==> config.mk <==
export PLATFORM = sky130hd
export DESIGN_NAME = lzw_code_packer_flat
export DESIGN_NICKNAME = d
export VERILOG_FILES = /design/src/rtl/lzw_code_packer_if.sv /design/src/rtl/lzw_code_packer.sv /design/src/flat_wrapper.sv
export SDC_FILE = /design/constraint.sdc
export NUM_CORES = 1
export LEC_CHECK = 0
export BUFFER_PORTS_ARGS = -buffer_cell sky130_fd_sc_hd__buf_2
export CAP_MARGIN = 20
export CORE_MARGIN = 10
export CORE_UTILIZATION = 57
export CTS_CLUSTER_DIAMETER = 150
export CTS_CLUSTER_SIZE = 10
export DETAILED_ROUTE_END_ITERATION = 8
export GPL_ROUTABILITY_DRIVEN = 0
export HOLD_SLACK_MARGIN = 0.1
export PLACE_DENSITY = 0.81
export REMOVE_ABC_BUFFERS = 1
export SLEW_MARGIN = 40
export SYNTH_ARGS = -nofsm -noshare
export SYNTH_HDL_FRONTEND = slang
export SYNTH_SLANG_ARGS = --single-unit
export TNS_END_PERCENT = 100
==> constraint.sdc <==
create_clock -name clk -period 3.57 [get_ports clk]
set_clock_uncertainty 0.1 [all_clocks]
set_input_delay 0.357 -clock clk [delete_from_list [all_inputs] [get_ports clk]]
set_output_delay 0.357 -clock clk [all_outputs]
set_load 0.05 [all_outputs]
==> src/rtl/lzw_code_packer_if.sv <==
// Code-in / packed-word-out bundle between the LZW core, the packer and the file sink.
// master = core + sink side, slave = packer.
interface lzw_code_packer_if #(
  parameter int HASH_WIDTH = 12,
  parameter int OUT_WIDTH  = 8
);
  logic [HASH_WIDTH-1:0] code_in;
  logic                  code_valid;
  logic                  code_ready;
  logic                  flush;
  logic [OUT_WIDTH-1:0]  out_data;
  logic                  out_valid;
  logic                  out_ready;
  logic                  flush_done;

  modport master (
    output code_in, code_valid, flush, out_ready,
    input  code_ready, out_data, out_valid, flush_done
  );

  modport slave (
    input  code_in, code_valid, flush, out_ready,
    output code_ready, out_data, out_valid, flush_done
  );
endinterface

==> src/rtl/lzw_code_packer.sv <==
// Packs HASH_WIDTH-bit LZW codes LSB-first into OUT_WIDTH-bit words; zero-pads on flush.
// Optional LZW_PACKER_EOS_EN: append an all-ones end-of-stream code before padding.
//
// state | meaning
// RUN   | accepting codes, emitting full words
// FLUSH | draining full words, then the zero-padded tail word
// DONE  | one-cycle flush_done pulse, then back to RUN
module lzw_code_packer #(
  parameter int HASH_WIDTH = 12,
  parameter int OUT_WIDTH  = 8,
  parameter int ACC_WIDTH  = HASH_WIDTH + OUT_WIDTH
) (
  input  logic              clk,
  input  logic              rst,
  lzw_code_packer_if.slave  bus
);
  localparam int CW = $clog2(ACC_WIDTH);

  typedef enum logic [1:0] {RUN, FLUSH, DONE} state_t;

  state_t                 state, state_nxt;
  logic [ACC_WIDTH-1:0]   acc, acc_nxt;
  logic [CW-1:0]          bit_cnt, cnt_nxt;
  logic [OUT_WIDTH-1:0]   od, od_nxt;
  logic                   ov, ov_nxt;
  logic                   have_word, out_free, accept;
`ifdef LZW_PACKER_EOS_EN
  logic                   eos_done, eos_nxt;
  localparam logic [ACC_WIDTH-1:0] EOS_CODE = {{OUT_WIDTH{1'b0}}, {HASH_WIDTH{1'b1}}};
`endif

  assign have_word      = bit_cnt >= CW'(OUT_WIDTH);
  assign out_free       = !ov || bus.out_ready;
  assign bus.code_ready = (state == RUN) && !have_word;
  assign accept         = bus.code_valid && bus.code_ready;
  assign bus.out_data   = od;
  assign bus.out_valid  = ov;
  assign bus.flush_done = (state == DONE);

  always_ff @(posedge clk or posedge rst) begin
    if (rst) begin
      state   <= RUN;
      acc     <= '0;
      bit_cnt <= '0;
      od      <= '0;
      ov      <= 1'b0;
`ifdef LZW_PACKER_EOS_EN
      eos_done <= 1'b0;
`endif
    end else begin
      state   <= state_nxt;
      acc     <= acc_nxt;
      bit_cnt <= cnt_nxt;
      od      <= od_nxt;
      ov      <= ov_nxt;
`ifdef LZW_PACKER_EOS_EN
      eos_done <= eos_nxt;
`endif
    end
  end

  always_comb begin
    state_nxt = state;
    acc_nxt   = acc;
    cnt_nxt   = bit_cnt;
    od_nxt    = od;
    ov_nxt    = ov;
`ifdef LZW_PACKER_EOS_EN
    eos_nxt   = eos_done;
`endif
    if (ov && bus.out_ready) ov_nxt = 1'b0;

    case (state)
      RUN: begin
        if (accept) begin
          acc_nxt = acc | (ACC_WIDTH'(bus.code_in) << bit_cnt);
          cnt_nxt = bit_cnt + CW'(HASH_WIDTH);
        end else if (have_word && out_free) begin
          od_nxt  = acc[OUT_WIDTH-1:0];
          ov_nxt  = 1'b1;
          acc_nxt = acc >> OUT_WIDTH;
          cnt_nxt = bit_cnt - CW'(OUT_WIDTH);
        end
        if (bus.flush) begin
          state_nxt = FLUSH;
`ifdef LZW_PACKER_EOS_EN
          eos_nxt   = 1'b0;
`endif
        end
      end
      FLUSH: begin
        if (have_word && out_free) begin
          od_nxt  = acc[OUT_WIDTH-1:0];
          ov_nxt  = 1'b1;
          acc_nxt = acc >> OUT_WIDTH;
          cnt_nxt = bit_cnt - CW'(OUT_WIDTH);
        end
`ifdef LZW_PACKER_EOS_EN
        else if (!eos_done) begin
          acc_nxt = acc | (EOS_CODE << bit_cnt);
          cnt_nxt = bit_cnt + CW'(HASH_WIDTH);
          eos_nxt = 1'b1;
        end
`endif
        // bits above bit_cnt are always zero, so the low slice is already padded
        else if (bit_cnt != '0 && out_free) begin
          od_nxt  = acc[OUT_WIDTH-1:0];
          ov_nxt  = 1'b1;
          acc_nxt = '0;
          cnt_nxt = '0;
        end else if (bit_cnt == '0 && out_free) begin
          state_nxt = DONE;
        end
      end
      DONE: begin
        state_nxt = RUN;
        acc_nxt   = '0;
        cnt_nxt   = '0;
      end
      default: state_nxt = RUN;
    endcase
  end
endmodule
==> src/flat_wrapper.sv <==
// flat-port wrapper written by rule: the top's interface ports become plain ports
module lzw_code_packer_flat 
#(
  parameter int HASH_WIDTH = 12,
  parameter int OUT_WIDTH  = 8,
  parameter int ACC_WIDTH  = HASH_WIDTH + OUT_WIDTH
)
  (clk, rst, bus_code_in, bus_code_valid, bus_flush, bus_out_ready, bus_code_ready, bus_out_data, bus_out_valid, bus_flush_done);
  lzw_code_packer_if #(.HASH_WIDTH(HASH_WIDTH), .OUT_WIDTH(OUT_WIDTH)) bus_i ();
  input  logic clk;
  input  logic rst;
  input wire logic [$bits(bus_i.code_in)-1:0] bus_code_in;
  input wire logic [$bits(bus_i.code_valid)-1:0] bus_code_valid;
  input wire logic [$bits(bus_i.flush)-1:0] bus_flush;
  input wire logic [$bits(bus_i.out_ready)-1:0] bus_out_ready;
  output wire logic [$bits(bus_i.code_ready)-1:0] bus_code_ready;
  output wire logic [$bits(bus_i.out_data)-1:0] bus_out_data;
  output wire logic [$bits(bus_i.out_valid)-1:0] bus_out_valid;
  output wire logic [$bits(bus_i.flush_done)-1:0] bus_flush_done;
  assign bus_i.code_in = bus_code_in;
  assign bus_i.code_valid = bus_code_valid;
  assign bus_i.flush = bus_flush;
  assign bus_i.out_ready = bus_out_ready;
  assign bus_code_ready = bus_i.code_ready;
  assign bus_out_data = bus_i.out_data;
  assign bus_out_valid = bus_i.out_valid;
  assign bus_flush_done = bus_i.flush_done;
  lzw_code_packer #(.HASH_WIDTH(HASH_WIDTH), .OUT_WIDTH(OUT_WIDTH), .ACC_WIDTH(ACC_WIDTH)) u_core (.clk(clk), .rst(rst), .bus(bus_i));
endmodule
==> results.toml <==
[run_status]
outcome = "complete, no violations"

[synth]
synth-edff-count = 0
yosysSeqAreaShare = 0.3947
avgSynthCellArea_um2 = 9.539
netlist_instances = 226
ys_ff_latch = 34
yosysWarnings = 0
yosysUniqueCellTypes = 44
synthTopCellsByArea = "dfrtp_1 39%, mux2_2 9.4%, a21oi_1 5.3%, ha_1 5.2%, nor2_1 3.1%"
netlist_area_mm2 = 0.002156
yosys.area.top_type = "dfrtp_1"
synth.top_cell.area_share = 0.3947
synth_flop_cell = "dfrtp_1"
synthArstFlopShare = 1.000

[grt]
overflow = 0
grt_pass1_wl_um = 8783
antenna_found_initial = 0
grt_pass1_vias = 1852
gr-usage-all-layers = 0.1667
grt_max_degree = 35

[worst_setup_path]
crit_type = "register to register"
path_delay_family = "simple AND/OR/NAND/NOR gates"
critPathLaunchType = "register"
timing.rr.end = "u_core.bit_cnt[4]"
worstPathRequired_ns = 3.64
cpMaxStageDelayCell = "nor2_1"
path_cells = "inv_1 -> ha_1 -> nand2_1 -> o21ai_0 -> a21oi_2 -> nor2_1 -> mux2_2"
end_kind = "register"
worstPathArrival_ns = 2.88
r2r_slack_ns = 0.76
critical_path_buf_inv_count = 1
rr_worst_depth = 7
timing.rr.start = "u_core.bit_cnt[3]"
critical_path.max_fanout = 13
cp_slowest_stage_delay_ns = 0.61

[placement]
numPortBuffers = 27
dpl.hpwl_um = 3834
place_ws_ns = 0.6479

[sta]
rsz0062_at_grt = "false"
setup_tns_ns = 0
worst_slew_pin_slew_ns = 0.7527
whs_ns = 0.3287
period_minus_slack_ns = 2.814
relSlewSlack = 0.4982
final.period_utilization = 0.7883
maxSlewViolCount = 0
fmax_mhz = 355.3
fin_ws_ns = 0.7558
hold_viol = 0
setup_violations = 0

[route]
drt_pass1_iterations = 4
num_vias = 1843
drc = 0
ant_nets = 0
drt_first_iter_violations = 146
vias_per_cell = 6.123
drt_wl_total_um = 5227
routedWlPerCell_um = 17.37

[layout]
layout_commonest_cell = "dfrtp_1"
syn2layout_area_growth_pct = 12.36
n_fill_cell = 311
diodes = 0
regArea_um2 = 850.8
multi_input_area_mm2 = 0.001174
final_nets = 278
drive_gt1_frac = 0.2490
layout_common_cells = "34 x dfrtp_1, 27 x buf_2, 22 x a21oi_1"

[cts]
cts.sinks = 34
cts_root_buffer = "clkbuf_8"
clk_latency_ns = 0.28
clk_transition_reported_paths_ns = 0.06
cts_resized = 0
cts_tree = "built"
cts_setup_buffers = 0
htree_levels = 2
cts_buffer_depth = 2
postCtsHoldBufs = 1
cts_buffers = 5

[floorplan]
core_area_mm2 = 0.003661
pin_count = 28
die_h_um = 81.50
start_util = 0.5889
dieArea_mm2 = 0.006642
rows = 22
dieWidth_um = 81.50

[min_path]
holdPathStages = 3
min_path_type = "input port to register"
hold_path_end = "u_core.state[1]"
min_from = "bus_flush"

[run]
timing.max_cap.violations = 0
-- flip-flops by register name, summed over array words and instances, names as in the netlist --
name and cells:
u_core.bus.out_data 8, u_core.acc 20, u_core.bit_cnt 3, u_core.bus.out_valid 1
u_core.state 2
-- cell usage after synthesis, types with 2 or more instances --
| cell | n |
|---|---|
| dfrtp_1 | 34 |
| a21oi_1 | 23 |
| mux2_2 | 18 |
| nor2_1 | 18 |
| inv_1 | 17 |
| ha_1 | 9 |
| o21ai_0 | 9 |
| nand2_1 | 7 |
| nor3_1 | 7 |
| a211oi_1 | 6 |
| a2bb2oi_1 | 6 |
| buf_2 | 6 |
| mux2i_1 | 6 |
| o22a_1 | 6 |
| o31a_1 | 6 |
| clkbuf_1 | 5 |
| nand2b_1 | 4 |
| nor2b_1 | 4 |
| nor4_1 | 4 |
| a221oi_1 | 2 |
| a22oi_1 | 2 |
| a32o_1 | 2 |
| nand3b_1 | 2 |
| o21a_1 | 2 |
| o31ai_1 | 2 |
-- layout make-up --
class,instances,area share
well taps,48,0.02479
clock inverters,1,0.002066
multi-input cells,161,0.4845
repair buffers,33,0.07541
clock buffers,7,0.03564
inverters,17,0.02634
flip-flops and latches,34,0.3512
-- worst max path at each step --
stage,startpoint,to,slack [ns],cells after the start
2_1_floorplan,u_core.bit_cnt[2],u_core.bit_cnt[4],0.49,7
3_3_place_gp,u_core.bit_cnt[3],u_core.bit_cnt[4],0.72,7
3_5_place_dp,u_core.bit_cnt[3],u_core.bit_cnt[4],0.65,7
4_1_cts,u_core.bit_cnt[3],u_core.bit_cnt[4],0.61,7
5_1_grt,u_core.bit_cnt[3],u_core.bit_cnt[4],0.57,7
6_report,u_core.bit_cnt[3],u_core.bit_cnt[4],0.76,7
-- layer usage --
metal	vias up	wire, µm	global-route usage
li1	878	-	-
met1	902	2248	0.2044
met2	58	2545	0.2733
met3	5	389	0.05022
met4	0	44	0.05536
met5	-	0	0
-- per-stage QoR --
stage               cells    util  area (µm²)
floorplan             212       -        2085
global placement      292  0.6329        2317
detailed placement    292  0.6329        2317
CTS                   301  0.6606        2419
global route          301  0.6617        2422
finish                301  0.6617        2422
-- worst reg2reg max path: cells and delay by family (launching register included) --
family	cells	cell delay (ns)
flip-flops	1	0.54
multiplexers	1	0.40
buffers and inverters	1	0.21
AO/OA/AOI/OAI	2	0.46
adder cells (fa/ha/maj)	1	0.25
AND/OR/NAND/NOR	2	0.74
-- cell families (layout without fill, tap and decap cells) --
logic type	count (synthesis)	after routing	share of synthesized area
XOR/XNOR	1	1	0.004063
AND/OR/NAND/NOR	56	56	0.1404
multiplexers	24	24	0.1219
buffers and inverters	31	58	0.06268
adder cells (fa/ha/maj)	9	9	0.05224
flip-flops	34	34	0.3947
AO/OA/AOI/OAI	71	71	0.2240
Power is left out: the tool's default activity adds up to more than one toggle a clock period on the data nets, which glitch-free logic cannot reach.
